`src/rtl/set_pkg.sv`:
```
// rtl/set_pkg.sv - shared types and constants for the SET command scheduler
//
// Purpose:
//   State encoding of the scheduler FSM, layout of one queued command
//   and the default response timeout. Imported by set_cmd_fifo and
//   set_scheduler.
//
// Contents:
//   state_t          IDLE / ISSUE / WAIT / HOLD
//   cmd_t            packed command entry {tag, central, radius, mode}
//   ENTRY_W          width of one queue entry (42 bits)
//   DEFAULT_TIMEOUT  default cycle budget for SET to answer
package set_pkg;

    typedef enum logic [1:0] {
        IDLE  = 2'd0,
        ISSUE = 2'd1,
        WAIT  = 2'd2,
        HOLD  = 2'd3
    } state_t;

    typedef struct packed {
        logic [3:0]  tag;
        logic [23:0] central;
        logic [11:0] radius;
        logic [1:0]  mode;
    } cmd_t;

    localparam int ENTRY_W         = 42;
    localparam int DEFAULT_TIMEOUT = 128;

endpackage

```
`src/rtl/set_cmd_fifo.sv`:
```
// rtl/set_cmd_fifo.sv - synchronous command queue in front of the SET scheduler
//
// Purpose:
//   DEPTH-entry FIFO, written and read on the rising clock edge. The head
//   entry is presented combinationally so the scheduler can latch it in
//   the same cycle it pops.
//
// Ports:
//   clk, rst       clock, asynchronous active-low reset (pointers only)
//   push           write request; ignored while full
//   push_data      entry to write at the tail
//   pop            read request; ignored while empty
//   head           entry currently at the head
//   full, empty    occupancy flags
module set_cmd_fifo
    import set_pkg::*;
#(
    parameter int DEPTH = 4,
    parameter int WIDTH = ENTRY_W
) (
    input  logic             clk,
    input  logic             rst,
    input  logic             push,
    input  logic [WIDTH-1:0] push_data,
    input  logic             pop,
    output logic [WIDTH-1:0] head,
    output logic             full,
    output logic             empty
);

    localparam int AW = $clog2(DEPTH);

    // One extra pointer bit: equal indices with differing MSBs means full.
    logic [AW:0]      wr_ptr;
    logic [AW:0]      rd_ptr;
    logic [WIDTH-1:0] mem [DEPTH];
    logic             do_push;
    logic             do_pop;

    assign empty = (wr_ptr == rd_ptr);
    assign full  = (wr_ptr[AW] != rd_ptr[AW]) &&
                   (wr_ptr[AW-1:0] == rd_ptr[AW-1:0]);

    // A push on a full queue is dropped even if a pop frees a slot in the
    // same cycle; the producer only ever sees cmd_ready derived from full.
    assign do_push = push && !full;
    assign do_pop  = pop && !empty;

    assign head = mem[rd_ptr[AW-1:0]];

    always_ff @(posedge clk) begin
        if (do_push) begin
            mem[wr_ptr[AW-1:0]] <= push_data;
        end
    end

    always_ff @(posedge clk or negedge rst) begin
        if (!rst) begin
            wr_ptr <= '0;
            rd_ptr <= '0;
        end else begin
            if (do_push) begin
                wr_ptr <= wr_ptr + 1'b1;
            end
            if (do_pop) begin
                rd_ptr <= rd_ptr + 1'b1;
            end
        end
    end

endmodule

```
`src/rtl/set_scheduler.sv`:
```
// rtl/set_scheduler.sv - queues SET commands, issues them one at a time, returns tagged results
//
// Purpose:
//   Accepts commands into a FIFO, issues each to the downstream SET engine
//   with a one-cycle en pulse, waits for SET's valid (or a timeout) and
//   holds the tagged result until the consumer takes it. Results come back
//   in command order, one per accepted command.
//
// Ports:
//   clk, rst                  clock, asynchronous active-low reset
//   cmd_valid/cmd_ready       command handshake (cmd_ready = queue not full)
//   cmd_tag                   command ID echoed on res_tag
//   cmd_central/radius/mode   command payload
//   en                        one-cycle start pulse to SET
//   central/radius/mode       payload to SET, held after issue
//   busy, valid, candidate    status and answer from SET
//   res_valid/res_ready       result handshake
//   res_tag/res_candidate     result payload
//   res_timeout               1 when SET did not answer in time
//   idle                      queue empty and FSM in IDLE
module set_scheduler
    import set_pkg::*;
#(
    parameter int FIFO_DEPTH = 4,
    parameter int TIMEOUT    = DEFAULT_TIMEOUT
) (
    input  logic        clk,
    input  logic        rst,
    input  logic        cmd_valid,
    output logic        cmd_ready,
    input  logic [3:0]  cmd_tag,
    input  logic [23:0] cmd_central,
    input  logic [11:0] cmd_radius,
    input  logic [1:0]  cmd_mode,
    output logic        en,
    output logic [23:0] central,
    output logic [11:0] radius,
    output logic [1:0]  mode,
    input  logic        busy,
    input  logic        valid,
    input  logic [7:0]  candidate,
    output logic        res_valid,
    input  logic        res_ready,
    output logic [3:0]  res_tag,
    output logic [7:0]  res_candidate,
    output logic        res_timeout,
    output logic        idle
);

    localparam int               CNT_W       = $clog2(TIMEOUT + 1);
    localparam logic [CNT_W-1:0] TIMEOUT_VAL = CNT_W'(TIMEOUT);

    state_t             state;
    logic [CNT_W-1:0]   wait_cnt;
    logic [3:0]         cur_tag;

    cmd_t               push_entry;
    cmd_t               head_entry;
    logic [ENTRY_W-1:0] head_bits;
    logic               fifo_full;
    logic               fifo_empty;
    logic               fifo_pop;

    assign push_entry = {cmd_tag, cmd_central, cmd_radius, cmd_mode};
    assign head_entry = cmd_t'(head_bits);

    // Pop only when SET reports not busy, so the next en never lands on
    // an engine still finishing the previous job.
    assign fifo_pop = (state == IDLE) && !fifo_empty && !busy;

    assign cmd_ready = !fifo_full;
    assign idle      = fifo_empty && (state == IDLE);

    set_cmd_fifo #(
        .DEPTH (FIFO_DEPTH),
        .WIDTH (ENTRY_W)
    ) u_fifo (
        .clk       (clk),
        .rst       (rst),
        .push      (cmd_valid),
        .push_data (push_entry),
        .pop       (fifo_pop),
        .head      (head_bits),
        .full      (fifo_full),
        .empty     (fifo_empty)
    );

    always_ff @(posedge clk or negedge rst) begin
        if (!rst) begin
            state         <= IDLE;
            wait_cnt      <= '0;
            cur_tag       <= '0;
            en            <= 1'b0;
            central       <= '0;
            radius        <= '0;
            mode          <= '0;
            res_valid     <= 1'b0;
            res_tag       <= '0;
            res_candidate <= '0;
            res_timeout   <= 1'b0;
        end else begin
            case (state)
                IDLE: begin
                    if (fifo_pop) begin
                        cur_tag <= head_entry.tag;
                        central <= head_entry.central;
                        radius  <= head_entry.radius;
                        mode    <= head_entry.mode;
                        en      <= 1'b1;
                        state   <= ISSUE;
                    end
                end

                ISSUE: begin
                    en       <= 1'b0;
                    wait_cnt <= CNT_W'(1);
                    state    <= WAIT;
                end

                WAIT: begin
                    // valid is tested first so an answer arriving on the
                    // last allowed cycle is reported as a real result.
                    if (valid) begin
                        res_candidate <= candidate;
                        res_timeout   <= 1'b0;
                        res_tag       <= cur_tag;
                        res_valid     <= 1'b1;
                        wait_cnt      <= '0;
                        state         <= HOLD;
                    end else if (wait_cnt >= TIMEOUT_VAL) begin
                        res_candidate <= '0;
                        res_timeout   <= 1'b1;
                        res_tag       <= cur_tag;
                        res_valid     <= 1'b1;
                        wait_cnt      <= '0;
                        state         <= HOLD;
                    end else begin
                        // Only reached below TIMEOUT_VAL, so the count
                        // saturates at the limit rather than wrapping.
                        wait_cnt <= wait_cnt + 1'b1;
                    end
                end

                HOLD: begin
                    // res_valid is a register, so res_ready only affects
                    // it on the following edge.
                    if (res_ready) begin
                        res_valid <= 1'b0;
                        state     <= IDLE;
                    end
                end

                default: begin
                    state <= IDLE;
                end
            endcase
        end
    end

endmodule
```
`config.mk`:
```
export PLATFORM = sky130hd
export DESIGN_NAME = set_scheduler
export DESIGN_NICKNAME = d
export VERILOG_FILES = /design/src/rtl/set_pkg.sv /design/src/rtl/set_cmd_fifo.sv /design/src/rtl/set_scheduler.sv
export SDC_FILE = /design/constraint.sdc
export NUM_CORES = 1
export LEC_CHECK = 0
export BUFFER_PORTS_ARGS = -buffer_cell sky130_fd_sc_hd__clkbuf_2
export CORE_MARGIN = 10
export CORE_UTILIZATION = 40
export DETAILED_ROUTE_END_ITERATION = 7
export GPL_TIMING_DRIVEN = 1
export PLACE_DENSITY_LB_ADDON = 0.12
export SLEW_MARGIN = 25
export SYNTH_ARGS = -nofsm -noshare
export SYNTH_HDL_FRONTEND = slang
export SYNTH_HIERARCHICAL = 1
export SYNTH_SLANG_ARGS = --single-unit
```
`constraint.sdc`:
```
create_clock -name clk -period 3.95 [get_ports clk]
set_clock_uncertainty 0.2 [all_clocks]
set_input_delay 0.5925 -clock clk [delete_from_list [all_inputs] [get_ports clk]]
set_output_delay 0.5925 -clock clk [all_outputs]
set_load 0.1 [all_outputs]
```
# Word-level counts from Yosys, hierarchy flattened
# Memories as Yosys holds them, arrays and structs flattened. A register that Yosys moved wholly into a read port is not among the register bits.
# Cells that the tools add are included.
[classes]
addsub = 3
n_mul = 0
n_div = 0
n_lt_le_gt_ge = 1
n_eq_ne = 9
shifts = 0
n_mux = 21
bitwise = 0
n_reduce_logical = 20
[ops]
columns = ["op", "n"]
rows = [
  ["$mux 8", 4],
  ["$pmux 8 s2", 1],
  ["$add 8x1->8 const B", 1],
  ["$ge 8x8->1 const B", 1],
  ["$mux 2", 4],
  ["$mux 4", 2],
  ["$pmux 2 s4", 1],
  ["$reduce_bool 2->1", 4],
  ["$mux 1", 7],
  ["$add 3x1->3 const B", 2],
  ["$logic_and 1x1->1", 6],
  ["$reduce_and 2->1", 3],
  ["$reduce_and 3->1", 2],
  ["$eq 2x2->1 const B", 2],
  ["$logic_not 1->1", 4],
  ["$pmux 1 s2", 2],
  ["$eq 3x3->1", 1],
  ["$ne 3x3->1 const B", 1],
  ["$eq 2x1->1 const B", 1],
  ["$eq 2x2->1", 1],
  ["$logic_not 2->1", 1],
  ["$ne 2x1->1 const B", 1],
  ["$ne 2x2->1 const B", 1],
  ["$ne 1x1->1", 1],
]
[totals]
ff_bits = 31
latchBits = 0
mem_bits_rw = 168
rom_bits = 0
out_inout_bits = 55
elab_cells = 64
mem_count = 1
[mem_list]
columns = ["memory", "depth", "word_bits", "read_ports", "rd_ports_with_merged_regs", "wr", "line", "text"]
rows = [
  ["u_fifo.mem", 4, 42, 1, 1, 1, "set_cmd_fifo.sv:36", "logic [WIDTH-1:0] mem [DEPTH];"],
]

# Logic depth before layout (Yosys ltp)
# Gate-level depths: netlist of the first run.
[logic_depth]
depth_word = 6
ltp_mapped = 8

# Hierarchy
# Netlist of the first run, hierarchy kept.
[modules_own_cells]
columns = ["module", "n_inst", "cells_per_inst", "area_per_inst_um2"]
rows = [
  ["set_cmd_fifo", 1, 268, 6563.8],
  ["set_scheduler", 1, 191, 2755.1],
]

# Least setup slack after synthesis of the first run
# OpenSTA, ideal clock, no wires.
[synth_path]
path_type = "flip-flop to output port"
from = "register u_fifo.rd_ptr[0]"
to = "output idle"
arrival_ns = 2.019
path_slack_ns = 1.138
path_stages_with_launch = 5
path_buffers = 1
cell_sequence = "dfrtp_1 -> buf_6 -> xor2_2 -> nor3_1 -> and2_1"
[synth_between]
elab_chain_len = 2
[synth_lines]
columns = ["item", "line", "text"]
rows = [
  ["start: declaration", "set_cmd_fifo.sv:35", "logic [AW:0] rd_ptr;"],
  ["start signal: assignment", "set_cmd_fifo.sv:66", "rd_ptr <= rd_ptr + 1'b1;"],
  ["$eq 3x3->1", "set_cmd_fifo.sv:40", "assign empty = (wr_ptr == rd_ptr);"],
  ["via fifo_empty", "set_scheduler.sv:61", "logic fifo_empty;"],
  ["$logic_and 1x1->1", "set_scheduler.sv:72", "assign idle = fifo_empty && (state == IDLE);"],
  ["end: declaration", "set_scheduler.sv:47", "output logic idle"],
]
# The timed path passes the listed nets, and every way through them passes these cells.

# Worst setup path in the final report of the first run
# Ends and elaborated chain as after synthesis.

==> results of run 1 <==
[metrics by stage]
step,util (%),area [µm²],instances,hold WS [ns],worst slack (ns)
6_report,48.7,11100,928,0.0674,0.631
5_1_grt,48.7,11100,926,0.0499,0.468
4_1_cts,48.7,11100,926,0.0431,0.568
3_5_place_dp,45.0,10300,878,0.274,1.15
3_3_place_gp,45.0,10300,878,0.269,1.16
2_1_floorplan,-,9320,459,0.0969,1.14
[per-layer routing]
layer	track usage, %	vias to the layer above	share of wire (%)
li1	-	2107	-
met1	14.8	2356	42
met2	20.6	118	49
met3	4.05	25	6.4
met4	3.62	2	2.1
met5	0	-	0.049
[worst min path at each step]
stage | slack (ns) | cells past startpoint | from | to
2_1_floorplan | 0.1 | 0 | rst | central[0]$_DFFE_PN0P_
3_3_place_gp | 0.27 | 1 | cur_tag[1]$_DFFE_PN0P_ | cur_tag[1]$_DFFE_PN0P_
6_report | 0.07 | 1 | cmd_radius[10] | u_fifo/mem[1][12]$_DFFE_PP_
5_1_grt | 0.05 | 1 | cmd_radius[2] | u_fifo/mem[2][4]$_DFFE_PP_
3_5_place_dp | 0.27 | 1 | cur_tag[1]$_DFFE_PN0P_ | cur_tag[1]$_DFFE_PN0P_
4_1_cts | 0.04 | 1 | cmd_radius[10] | u_fifo/mem[1][12]$_DFFE_PP_
[state kept, by name (all words and copies together) (netlist names)]
signal,cells
central,24
mode,2
u_fifo/mem,168
res_candidate,8
u_fifo/rd_ptr,3
cur_tag,4
en,1
res_valid,1
radius,12
res_tag,4
state,2
u_fifo/wr_ptr,3
wait_cnt,8
res_timeout,1
[Yosys cell counts, types with 5 or more instances]
library cell / number
inv_1: 11
edfxtp_1: 168
mux2_2: 42
dfrtp_1: 73
a21oi_1: 7
o31ai_1: 5
nand2_1: 6
buf_2: 5
mux4_2: 42
o21ai_0: 5
ha_1: 12
a22o_1: 9
mux2_1: 5
buf_4: 5
buf_6: 5
[worst reg2reg max path: cells and delay by family, from the launching register on]
family	cells	cell delay [ns]
xor gates and xnor gates	1	0.22
AOI/OAI and AO/OA	2	0.34
and+or+nand+nor	3	0.85
DFF	1	0.50
buffers and inverters	1	0.31
[kinds of logic (layout without fill, tap and decap cells)]
family          after synthesis  after routing  share of synthesized area, %
buf+inv                      28            182                          1.80
xor+xnor                     10             10                          1.18
compound gates               40             40                          3.25
flops                       241            241                          73.7
other cells                   0              2                             0
simple gates                 38             38                          2.48
mux                          90             90                          15.9
fa+ha+maj                    12             12                          1.61
[area by class of cell]
class                           instances  share of cell area (%)
Antenna cell                            2                  0.0451
Clock inverter                          8                   0.778
Sequential cell                       241                    62.0
Timing Repair Buffer                  124                    5.96
Tap cell                              313                    3.53
Clock buffer                           39                    6.67
Inverter                               11                   0.372
Multi-Input combinational cell        190                    20.7
[what timing repair did]
item                                    CTS  global route
endpoints found under the setup margin    0             0
gates resized for setup                   0             0
hold buffers                              1             0
endpoints found under the hold margin    23             0
==> results.cfg, run 1 <==
[status]
status = finished, final reports clean

[cts]
cts_tree = done
clkTransAtPathRegs_ns = 0.06
clkLatencyLatePin_ns = 0.54
cts_made_buffers = 26
cts_root_buf = clkbuf_16
htreeDepth = 1
clock_path_buffers = 3
cts_sinks = 241
post_cts_buffers = 0

[finish]
drive_above_1_share_pct = 41.9
seqCellArea_um2 = 6880
multi_input_area_um2 = 2290
syn_to_final_growth_pct = 19.0
final_common_cell = edfxtp_1
n_fill_cell = 1922
final_cell_mix = edfxtp_1 (168), clkbuf_2 (109), dfrtp_1 (71), mux2_2 (42), mux4_2 (42)
nNetsFinal = 662

[floorplan]
num_io_pins = 111
row_count = 55
start_util_pct = 40.9
dieHeight_um = 173
die_w_um = 173
core_area_um2 = 22800
die_area_um2 = 29800

[route]
postRouteAntennaNets = 0
drtPass1Iterations = 4
drtIter0Drc = 320
vias = 4608
vias_per_cell = 4.97
routedWlPerCell_um = 19.8
routed_wl_um = 18400
remaining_drc_errors = 0

[setup_path]
r2r-end = u_fifo/rd_ptr[1]$_DFFE_PN0P_
reg2reg_from = u_fifo/rd_ptr[0]$_DFFE_PN0P_
crit_path_top_delay_cell = nor3_1
crit_family = simple AND/OR/NAND/NOR gates
max_stage_delay_ns = 0.57
critPathCaptureType = output port
crit_end = idle
ff2ff_path_depth = 7
cp_data_arrival_time_ns = 2.53
worstSetupStartpointType = register
crit_required_ns = 3.16
critical_path.max_fanout = 6
crit_buf_inv = 1
critPathKind = reg2out
path_depth = 4
cp_cell_sequence = xor2_2, nor3_1, and2_1, clkbuf_2
crit_start = u_fifo/rd_ptr[0]$_DFFE_PN0P_
rrSetupSlack_ns = 1.42

[sta]
finalHoldViolations = 0
min_period_ns = 3.32
tightestPinTransition_ns = 0.918
slew_headroom_pct = 38.8
finalCritPeriodShare_pct = 84.0
setup_viol = 0
fmax_mhz = 301
grt_setup_unrepaired = no
final.setup.tns_ns = 0
slew_violations = 0

[grt]
first_global_vias = 5114
antenna_found_initial = 3
grt_pass1_wl_um = 29300
grt_overflow = 0
grt_usage_pct = 12.3
grt_max_degree = 60

[logic_synthesis]
ys_seq_area_share_pct = 73.7
synth_top_cell_by_area = edfxtp_1
ys_types = 46
ys_warn_count = 6
netlist_area_um2 = 9320
synth_edf_count = 168
synth.area.top_cells = edfxtp_1 (54%), dfrtp_1 (20%), mux4_2 (10%)
ys_ff_latch = 241
yosysTopAreaCellShare_pct = 54.1
async_reset_ff_share_pct = 30.3
syn_nets = 527
synthCells = 459
synth_top_flop_cell = edfxtp_1
avgSynthCellArea_um2 = 20.3

[place]
io_buffers = 110
dpl.hpwl_um = 11300
place.gp.congestion = 0.747

[hold_path]
hold_path_class = in2reg

[flow_run]
cap_violations = 0
Power of run 1 is left out: the tool's default activity adds up to more than one toggle a clock period on the data nets, which glitch-free logic cannot reach.
==> inputs of run 2 (changes only) <==
==> constraint.sdc (replaced) <==
create_clock -name clk -period 3.2 [get_ports clk]
set_clock_uncertainty 0.2 [all_clocks]
set_input_delay 0.48 -clock clk [delete_from_list [all_inputs] [get_ports clk]]
set_output_delay 0.48 -clock clk [all_outputs]
set_load 0.1 [all_outputs]
==> run 2 against run 1 <==
Net effect:
- non-clock buffer count rose by 51
- flip-flop and latch count did not move
- design area rose by 6.3%
- hold slack improved by 0.038 ns
- critical endpoint is now cmd_ready
- highest routed layer is now met4
==> results.cfg, run 2 (same netlist as run 1, synthesis figures left out) <==
[status]
status = finished, final reports clean

[setup_path]
crit_top_cell = inv_1
cp_data_arrival_time_ns = 2.19
ff2ff_path_depth = 6
r2r-end = central[11]$_DFFE_PN0P_
crit_required_ns = 2.52
max_stage_delay_ns = 0.59
rrSetupSlack_ns = 0.68
critical_path.max_fanout = 12
reg2reg_from = u_fifo/rd_ptr[0]$_DFFE_PN0P_
crit_buf_inv = 3
critPathCaptureType = output port
crit_path_top_delay_cell = dfrtp_4
critPathKind = reg2out
crit_family = flip-flops
worstSetupStartpointType = register
cp_cell_sequence = xnor2_2, nand3_2, inv_1, inv_1, clkbuf_2

[sta]
fmax_mhz = 348
min_period_ns = 2.87
fin_ws_ns = 0.326
finalHoldViolations = 0
grt_setup_unrepaired = no
setup_viol = 0
slew_violations = 0
final.setup.tns_ns = 0
finalCritPeriodShare_pct = 89.8
slew_headroom_pct = 50.4
tightestPinTransition_ns = 0.744

[cts]
cts_root_buf = clkbuf_16
cts_resized = 0
clkLatencyLatePin_ns = 0.54
cts_sinks = 241
clock_path_buffers = 3
htreeDepth = 1
cts_made_buffers = 27
clkTransAtPathRegs_ns = 0.06
cts_tree = done

[finish]
largest_reg_flops = 168
syn_to_final_growth_pct = 26.5
drive_above_1_share_pct = 39.9
n_fill_cell = 1843
fin_area_um2 = 11800
final_cell_mix = edfxtp_1 (168), clkbuf_2 (108), dfrtp_1 (71), dlygate4sd3_1 (51)
final_common_cell = edfxtp_1
antenna_cells = 0
final_util_pct = 51.8
nNetsFinal = 714

[grt]
grt_pass1_wl_um = 30200
grt_usage_pct = 12.6
antenna_found_initial = 0
first_global_vias = 5319
grt_overflow = 0
grt_max_degree = 39

[place]
dpl.hpwl_um = 11800
preCtsSetupSlack_ns = 0.666
io_buffers = 110
place.gp.congestion = 0.743
dpl-instance-area_um2 = 10300

[floorplan]
dieHeight_um = 173
die_area_um2 = 29800
start_util_pct = 40.9
num_io_pins = 111
core_area_um2 = 22800
die_w_um = 173
row_count = 55

[flow_run]
cap_violations = 0

[route]
drtPass1Iterations = 4
remaining_drc_errors = 0
routedWlPerCell_um = 19.4
postRouteAntennaNets = 0
vias_per_cell = 4.93
drtIter0Drc = 295
routed_wl_um = 19000
vias = 4831

[hold_path]
hold_path_end = res_valid$_DFFE_PN0P_
hold_path_startpoint = res_ready
hold_depth = 3
hold_path_class = in2reg
==> run 2: cell count changes in the layout (fill, tap and decap cells not counted), moves of 3 or more <==
cell | previous run | this run
buf_12 | 0 | 6
dlygate4sd3_1 | 1 | 51
clkinv_2 | 3 | 6
buf_4 | 14 | 10
bufinv_16 | 1 | 5
clkbuf_1 | 9 | 2
clkbuf_8 | 4 | 1
==> run 2: layout make-up <==
cell class	instances	area, µm²	share of cell area, %
clock buffers	30	697	5.91
multi-input cells	190	2290	19.4
well taps	313	392	3.32
flip-flops and latches	241	6880	58.3
clock inverters	20	244	2.07
inverters	11	41.3	0.350
repair buffers	175	1250	10.6
==> run 2: how the worst max path moves through the flow <==
stage / startpoint / end / cells past startpoint
2_1_floorplan: u_fifo/rd_ptr[0]$_DFFE_PN0P_ / u_fifo/mem[3][0]$_DFFE_PP_ / 3
6_report: u_fifo/rd_ptr[0]$_DFFE_PN0P_ / cmd_ready / 5
5_1_grt: u_fifo/rd_ptr[0]$_DFFE_PN0P_ / cmd_ready / 5
3_5_place_dp: u_fifo/rd_ptr[0]$_DFFE_PN0P_ / central[11]$_DFFE_PN0P_ / 6
3_3_place_gp: u_fifo/rd_ptr[0]$_DFFE_PN0P_ / cur_tag[1]$_DFFE_PN0P_ / 3
4_1_cts: u_fifo/rd_ptr[0]$_DFFE_PN0P_ / cmd_ready / 5
==> run 2: layer usage <==
layer  GRT usage [%]  part of all wire (%)  vias to the layer above  wire, µm
met5               0                     0                        -         0
met4            3.73                   2.2                        0       425
li1                -                     -                     2206         -
met3            3.14                   5.0                       33       957
met2            21.2                    50                      112      9410
met1            15.9                    43                     2480      8180
==> run 2: through the flow <==
step	instances	hold slack, ns
after floorplan	459	-0.0156
after global placement	879	0.273
after detailed placement	879	0.276
after CTS	980	0.0766
after global routing	980	0.101
final	980	0.105
==> run 2: repair_timing <==
item                                    in CTS  in global routing
endpoints found under the setup margin       0                  0
buffers inserted                             0                  0
hold buffers                                51                  0
hold endpoints to repair                   211                  0
==> run 2: worst min-delay path, stage by stage <==
cell,delay [ns]
clkbuf_2,0.10
mux2i_1,0.07
a21oi_1,0.14
Power of run 2 is left out for the same reason.
==> inputs of run 3 (changes only) <==
--- a/config.mk
+++ b/config.mk
@@ -14,5 +14,4 @@
 export SLEW_MARGIN = 25
 export SYNTH_ARGS = -nofsm -noshare
 export SYNTH_HDL_FRONTEND = slang
-export SYNTH_HIERARCHICAL = 1
 export SYNTH_SLANG_ARGS = --single-unit
==> run 3 against run 2 <==
Net effect:
- sequential share of layout area up 2.1 points
- wire length fell by 4.7%
- setup slack improved by 0.062 ns
- maximum frequency grew 2.2%
- utilization down 1.3 points
- flip-flop and latch count is the same
- design area decreased by 3.4%
- first-iteration DRC count shrank 8.8%
- synthesized cell count fell by 3.9%
- hold slack lost 0.10 ns
- final cell count fell by 5.5%
- highest routed layer unchanged
==> results.cfg, run 3 <==
[floorplan]
die_area_um2 = 29300
die_w_um = 171
num_io_pins = 111
dieHeight_um = 171
core_area_um2 = 22600
start_util_pct = 40.5
row_count = 55

[grt]
grt_usage_pct = 12.6
grt_pass1_wl_um = 29000
antenna_found_initial = 0
first_global_vias = 5111
grt_max_degree = 56
grt_overflow = 0

[setup_path]
critical_path.max_fanout = 5
crit_start = u_fifo.wr_ptr[1]$_DFFE_PN0P_
reg2reg_from = u_fifo.wr_ptr[2]$_DFFE_PN0P_
max_stage_delay_ns = 0.49
cp_cell_sequence = xnor2_1, and4_1, clkbuf_2
ff2ff_path_depth = 4
critPathCaptureType = output port
crit_path_top_delay_cell = clkbuf_2
critPathKind = reg2out
crit_required_ns = 2.52
cp_data_arrival_time_ns = 2.13
worstSetupStartpointType = register
rrSetupSlack_ns = 0.69
r2r-end = u_fifo.mem[3][9]$_DFFE_PP_

[logic_synthesis]
ys_types = 36
syn_nets = 509
synthCells = 441
ys_ff_latch = 241
synth_edf_count = 168
netlist_area_um2 = 9150
synth.area.top_cells = edfxtp_1 (55%), dfrtp_1 (20%), mux4_2 (10%)
ys_seq_area_share_pct = 75.1
yosysTopAreaCellShare_pct = 55.1
synth.most_common_cell = edfxtp_1
synth_top_cell_by_area = edfxtp_1
async_reset_ff_share_pct = 30.3
ys_warn_count = 0
synth_top_flop_cell = edfxtp_1
avgSynthCellArea_um2 = 20.7
synth_commonest_cells = edfxtp_1 (168), dfrtp_1 (73), mux2_2 (45)

[sta]
fin_ws_ns = 0.389
finalHoldViolations = 0
grt_setup_unrepaired = no
slew_headroom_pct = 39.6
fmax_mhz = 356
slew_violations = 0
min_period_ns = 2.81
finalCritPeriodShare_pct = 87.9
tightestPinTransition_ns = 0.906
whs_ns = 0.00282
setup_viol = 0

[hold_path]
hold_path_class = in2reg
hold_path_end = u_fifo.mem[0][30]$_DFFE_PP_
hold_depth = 1
hold_path_startpoint = cmd_central[16]

[cts]
cts_tree = done
htreeDepth = 1
clkTransAtPathRegs_ns = 0.06
clkLatencyLatePin_ns = 0.51
cts_made_buffers = 26
cts_sinks = 241
clock_path_buffers = 3
cts_root_buf = clkbuf_16
post_cts_buffers = 0

[finish]
multi_input_area_um2 = 2140
final_common_cell = edfxtp_1
largest_reg_flops = 168
seqCellArea_um2 = 6880
nNetsFinal = 689
n_fill_cell = 1902
antenna_cells = 0
fin_area_um2 = 11400
final_cells = 926
final_cell_mix = edfxtp_1 (168), clkbuf_2 (109), dfrtp_1 (71), dlygate4sd3_1 (47), mux2_2 (45)
drive_above_1_share_pct = 39.8
syn_to_final_growth_pct = 24.5

[route]
vias = 4599
routed_wl_um = 18100
routedWlPerCell_um = 19.5
vias_per_cell = 4.97
postRouteAntennaNets = 0
remaining_drc_errors = 0
drtIter0Drc = 269
drtPass1Iterations = 4

[place]
place.gp.congestion = 0.677
dp.cells = 831
preCtsSetupSlack_ns = 0.649
io_buffers = 110
dpl-instance-area_um2 = 10100
dpl.hpwl_um = 11000

[status]
status = finished, final reports clean

[flow_run]
cap_violations = 0
## run 3: logic make-up after synthesis
kind of cell,count (synthesis),synth area share (%)
xor gates and xnor gates,8,0.848
and+or+nand+nor,32,1.86
AOI/OAI and AO/OA,27,2.26
adders and majority gates,12,1.64
muxes,94,16.7
DFF,241,75.1
buffers and inverters,27,1.57
## run 3: worst max-delay path by stage
stage	endpoint	slack (ns)	cells after the start
floorplan	u_fifo.wr_ptr[2]$_DFFE_PN0P_	-0.004	5
global placement	u_fifo.mem[3][7]$_DFFE_PP_	0.68	4
detailed placement	u_fifo.mem[3][9]$_DFFE_PP_	0.65	4
CTS	idle	0.36	3
global route	idle	0.26	3
finish	idle	0.39	3
## run 3: per-stage QoR
step / util (%) / setup TNS [ns]
3_3_place_gp: 44.8 / 0
2_1_floorplan: - / -0.00384
6_report: 50.4 / 0
3_5_place_dp: 44.8 / 0
4_1_cts: 50.4 / 0
5_1_grt: 50.4 / 0
## run 3: area by class of cell
cell class	instances	area share, %
Clock buffer	36	6.41
Clock inverter	12	0.736
Inverter	10	0.330
Multi-Input combinational cell	173	18.8
Sequential cell	241	60.4
Tap cell	285	3.13
Timing Repair Buffer	169	10.2
## run 3: routing by layer
metal	up-vias	share of wire (%)	global-route usage, %
met3	23	6.0	2.96
met4	0	1.7	2.87
li1	2107	-	-
met1	2345	45	17.0
met5	-	0	0
met2	124	48	20.5
## run 3: worst max-delay path: cells and delay by family, from the launching register on
kind,cells,cell delay [ns]
buffers and inverters,1,0.49
AND/OR/NAND/NOR,1,0.33
flip-flops,1,0.43
XOR/XNOR,1,0.38
## run 3: what timing repair did
item,4_1_cts,5_1_grt
resized for setup,0,0
endpoints found under the setup margin,0,0
hold buffers,47,0
endpoints found under the hold margin,215,0
Power of run 3 is left out for the same reason.
